--- src/rtl/lane_gearbox.sv ---
// rtl/lane_gearbox.sv - per-lane ping-pong width converter, one lane word out as RATIO chunks
// Two-entry store with chunk counter; the next word can land while the current one drains.
module lane_gearbox #(
   parameter int LANE_WIDTH = 1360,
   parameter int OUT_WIDTH  = 136
) (
   input  logic                  clk,
   input  logic                  rst,
   input  logic                  i_valid,
   input  logic [LANE_WIDTH-1:0] i_lane,
   input  logic                  i_sync,
   output logic                  o_ready,
   output logic                  o_valid,
   input  logic                  i_ready,
   output logic [OUT_WIDTH-1:0]  o_data,
   output logic                  o_sof,
   output logic                  o_sync,
   output logic                  o_overflow
);

   localparam int RATIO = LANE_WIDTH / OUT_WIDTH;
   localparam int CNT_W = (RATIO > 1) ? $clog2(RATIO) : 1;
   localparam logic [CNT_W-1:0] CNT_LAST = CNT_W'(RATIO - 1);

   generate
      if (LANE_WIDTH % OUT_WIDTH != 0) begin : g_bad_ratio
         $error("lane_gearbox: LANE_WIDTH must be a multiple of OUT_WIDTH");
      end
   endgenerate

   typedef logic [RATIO-1:0][OUT_WIDTH-1:0] word_t;

   word_t            word_q [2];
   logic             sync_q [2];
   logic             rd_ptr_q, rd_ptr_d;
   logic             wr_ptr_q, wr_ptr_d;
   logic [1:0]       occ_q, occ_d;
   logic [CNT_W-1:0] cnt_q, cnt_d;
   logic             ovf_q, ovf_d;
   logic             accept, xfer, retire;

   // o_ready/o_valid depend on occupancy alone so no combinational path crosses the block
   assign o_ready    = (occ_q != 2'd2);
   assign o_valid    = (occ_q != 2'd0);
   assign o_data     = o_valid ? word_q[rd_ptr_q][cnt_q] : '0;
   assign o_sof      = o_valid & (cnt_q == '0);
   assign o_sync     = o_sof & sync_q[rd_ptr_q];
   assign o_overflow = ovf_q;

   always_comb begin
      accept   = i_valid & o_ready;
      xfer     = o_valid & i_ready;
      retire   = xfer & (cnt_q == CNT_LAST);
      rd_ptr_d = rd_ptr_q;
      wr_ptr_d = wr_ptr_q;
      occ_d    = occ_q;
      cnt_d    = cnt_q;
      ovf_d    = ovf_q | (i_valid & ~o_ready);

      if (accept) begin
         wr_ptr_d = ~wr_ptr_q;
      end
      if (xfer) begin
         cnt_d = retire ? '0 : cnt_q + CNT_W'(1);
      end
      if (retire) begin
         rd_ptr_d = ~rd_ptr_q;
      end
      case ({accept, retire})
         2'b10:   occ_d = occ_q + 2'd1;
         2'b01:   occ_d = occ_q - 2'd1;
         default: occ_d = occ_q;
      endcase
   end

   always_ff @(posedge clk) begin
      if (rst) begin
         rd_ptr_q <= 1'b0;
         wr_ptr_q <= 1'b0;
         occ_q    <= 2'd0;
         cnt_q    <= '0;
         ovf_q    <= 1'b0;
      end else begin
         rd_ptr_q <= rd_ptr_d;
         wr_ptr_q <= wr_ptr_d;
         occ_q    <= occ_d;
         cnt_q    <= cnt_d;
         ovf_q    <= ovf_d;
      end
   end

   // Word storage is not reset; stale contents are unreachable while occ is 0
   always_ff @(posedge clk) begin
      if (!rst && accept) begin
         word_q[wr_ptr_q] <= i_lane;
         sync_q[wr_ptr_q] <= i_sync;
      end
   end

endmodule

--- config.mk ---
export PLATFORM = sky130hd
export DESIGN_NAME = lane_gearbox
export DESIGN_NICKNAME = d
export VERILOG_FILES = /design/src/rtl/lane_gearbox.sv
export SDC_FILE = /design/constraint.sdc
export NUM_CORES = 2
export LEC_CHECK = 0
export BUFFER_PORTS_ARGS = -buffer_cell sky130_fd_sc_hd__buf_4
export CAP_MARGIN = 20
export CORE_AREA = 2 2 594 596
export CTS_BUF_LIST = sky130_fd_sc_hd__clkbuf_8
export CTS_CLUSTER_SIZE = 12
export DETAILED_ROUTE_END_ITERATION = 12
export DIE_AREA = 0 0 596 598
export GPL_TIMING_DRIVEN = 0
export RECOVER_POWER = 25
export SYNTH_ARGS = -nofsm -noshare
export SYNTH_HDL_FRONTEND = slang
export SYNTH_SLANG_ARGS = --single-unit
--- constraint.sdc ---
create_clock -name clk -period 137.2 [get_ports clk]
set_clock_uncertainty 0.2 [all_clocks]
set_input_delay 20.58 -clock clk [delete_from_list [all_inputs] [get_ports clk]]
set_output_delay 20.58 -clock clk [all_outputs]
set_load 0.02 [all_outputs]
==> flow_summary_export.csv <==
group,metric,value,unit
synth,synthDistinctLibCells,30,
sta,worst_pin_slew,1.19,ns
clock_tree,clk_pin_slew,0.06,ns
detailed_routing,wire_per_inst,32.4,um
detailed_routing,num_vias,58940,
worst_setup_path,critPathRequiredTime,116.42,ns
clock_tree,cts_setup_buffers,0,
global_route,antenna_found_initial,238,
min_path,hold_path_depth,2,
synth,synth_top_flop_cell,"edfxtp_1",
die,fp.dieW,596,um
sta,min_period,26.09,ns
min_path,hp-class,"flop to flop",
detailed_routing,dr.pass1.iters,9,
die,floorplan.rows,218,
synth,async_flop_share,0,
worst_setup_path,worst_setup_path_end_kind,"output port",
detailed_routing,drt_iter0_drc,6611,
detailed_routing,detail_route.vias_per_cell,4.96,
sta,period_share,0.190,
global_route,grt_pass1_wl,507,mm
cells_and_area,utilization,0.375,
sta,rsz0062_at_grt,"false",
synth,netlist_instances,4542,
power_and_ir_drop,leakage,43.6,nW
die,initial_core_util,0.296,
clock_tree,cts_buffers,443,
worst_setup_path,crit_type,"flop to output port",
status,status,"complete, no violations",
placed_design,gp_congestion,0.849,
clock_tree,cts.sinks,2732,
clock_tree,clk_latency,1.10,ns
detailed_routing,wl_met1,134,mm
clock_tree,cts_resized,0,
cells_and_area,drive_above_1_share,0.400,
sta,drv_slew,0,
detailed_routing,dr_wl_met3,37.7,mm
sta,max_clock_freq,38.3,MHz
clock_tree,htree_levels,5,
sta,slew_headroom,0.205,
placed_design,place_hpwl,305,mm
placed_design,pre_cts_ws,110.46,ns
sta,final.setup.tns,0,ns
cells_and_area,fin_nets,8150,
worst_setup_path,arrival,5.31,ns
die,ios,1506,
die,die_area,0.356,sq mm
power_and_ir_drop,peakVddDrop,0.00865,mV
detailed_routing,drtAntennaViolNets,0,
die,fp.coreArea,0.351,sq mm
die,die_y,598,um
synth,yosysWarnings,0,
detailed_routing,drc,0,
flow_run,maxCapViolations,0,
global_route,grt_pass1_vias,60558,
synth,synth.avg_cell_area,22.8,sq um
global_route,track_usage,0.208,
global_route,grt-ovfl-total,0,
clock_tree,clockBufferDepth,4,
worst_setup_path,rr_startpoint,"occ_q[0]",
power_and_ir_drop,power_density,13.5,mW/mm^2
placed_design,port_buffers,1505,
synth,ys_seq_area_frac,0.790,
clock_tree,cts-hold-fix-buffers,0,
synth,synth_fp_nets,5911,
sta,final-hold-violation-count,0,
synth,ys_ff_latch,2732,
clock_tree,cts_tree,"yes",
worst_setup_path,path_max_fanout,11,
detailed_routing,met2_length,195,mm
clock_tree,clockRootBuffer,"clkbuf_8",
global_route,grt_max_degree,18,
cells_and_area,area_growth,26.9,%
synth,syn_area,0.104,sq mm
detailed_routing,top_layer,"met5",
worst_setup_path,crit_path_start_kind,"flop",
sta,fin_hold_ws,0.331,ns
synth,synth_edf_count,2722,
worst_setup_path,r2r_setup_slack,130.27,ns
sta,setup_viol,0,
detailed_routing,wl,385,mm
sta,setup_ws,111.11,ns
worst_setup_path,r2r_cells,28,
worst_setup_path,crit_start,"cnt_q[1]",
min_path,hp-start,"o_overflow",
[flip-flops by register name, indices dropped and copies added (netlist names), named ones only]
signal and cells:
word_q 2720, cnt_q 4, occ_q 2, sync_q 2, o_overflow 1, rd_ptr_q 1, wr_ptr_q 1
[routing by layer]
metal  vias up  global-route usage
li1      24123                   -
met1     30697               0.230
met2      3180               0.355
met3       788              0.0716
met4       152               0.107
met5         -                   0
[layout make-up]
cell class	instances	area (sq um)
Antenna cell	140	350
Clock buffer	450	6190
Clock inverter	335	1770
Fill cell	32441	219000
Multi-Input combinational cell	1546	20400
Inverter	4	15.0
Buffer	260	1330
Tap cell	4620	5780
Timing Repair Buffer	1794	13800
Sequential cell	2732	81900
[kinds of logic (layout without fill, tap and decap cells)]
kind of cell	Yosys count	in the layout	synth area share
AO/OA/AOI/OAI	418	418	0.0301
XOR/XNOR	4	4	0.000338
adder cells (fa/ha/maj)	4	4	0.000483
buffers and inverters	264	2843	0.0129
flip-flops	2732	2732	0.790
multiplexers	954	954	0.159
other	0	140	0
AND/OR/NAND/NOR	166	166	0.00642
[final timing paths]
kind,end
worst min-delay path,o_overflow
worst max register to register,word_q[0][60]
worst min register to register,o_overflow
worst max-delay path,o_data[55]
[Yosys cell counts, drive strengths merged (2+ instances only)]
| cell type | n | area [sq um] |
|---|---|---|
| o211ai | 137 | 1030 |
| nor3 | 4 | 20.0 |
| nor3b | 2 | 15.0 |
| xor2 | 2 | 17.5 |
| buf | 141 | 871 |
| edfxtp | 2722 | 81700 |
| clkbuf | 119 | 447 |
| inv | 4 | 15.0 |
| mux2i | 274 | 2740 |
| and2 | 3 | 18.8 |
| a22oi | 273 | 2050 |
| o21ai | 4 | 20.0 |
| mux4 | 544 | 12300 |
| nand2 | 138 | 518 |
| xnor2 | 2 | 17.5 |
| ha | 4 | 50.1 |
| nor2 | 12 | 45.0 |
| a21oi | 3 | 15.0 |
| nor2b | 3 | 18.8 |
| dfxtp | 10 | 200 |
| mux2 | 136 | 1530 |
[worst max-delay path: stages (launching register included)]
cell	delay, ns
dfxtp_1	0.33
buf_2	0.34
buf_2	0.55
buf_2	0.77
clkbuf_1	0.79
mux4_2	0.44
o211ai_1	0.40
nand2_1	0.25
buf_4	0.23
[cells in the final DEF (no fill, tap or decap), drive strengths merged]
master,n
mux2i,274
and2,3
nor2b,3
dfxtp,10
ha,4
inv,190
nor3b,2
a22oi,273
a21oi,3
or3,1
nand2b,1
nand2,138
diode,140
nor4b,1
nor3,4
mux2,136
clkbuf,1309
edfxtp,2722
nor2,12
and3b,1
xnor2,2
o21ai,4
clkinvlp,8
clkinv,132
xor2,2
a31oi,1
bufinv,9
o211ai,137
buf,1195
mux4,544
[per-stage QoR]
| stage | total power, W | cell area, sq um | cells |
|---|---|---|---|
| 3_5_place_dp | 0.00115 | 124000 | 10955 |
| 3_3_place_gp | 0.00136 | 121000 | 10667 |
| 4_1_cts | 0.00180 | 132000 | 11740 |
| 6_report | 0.00178 | 132000 | 11881 |
| 5_1_grt | 0.00184 | 131000 | 11811 |
| 2_1_floorplan | 0.00119 | 104000 | 4542 |
[where the power goes]
part	internal, W	total [W]	switching (W)	leakage (nW)
clock	0.000322	0.000651	0.000329	4.66
combinational	0.0000661	0.000161	0.0000948	13.9
sequential	0.000962	0.000970	0.00000809	25.0
(Power assumes the default switching activity.)
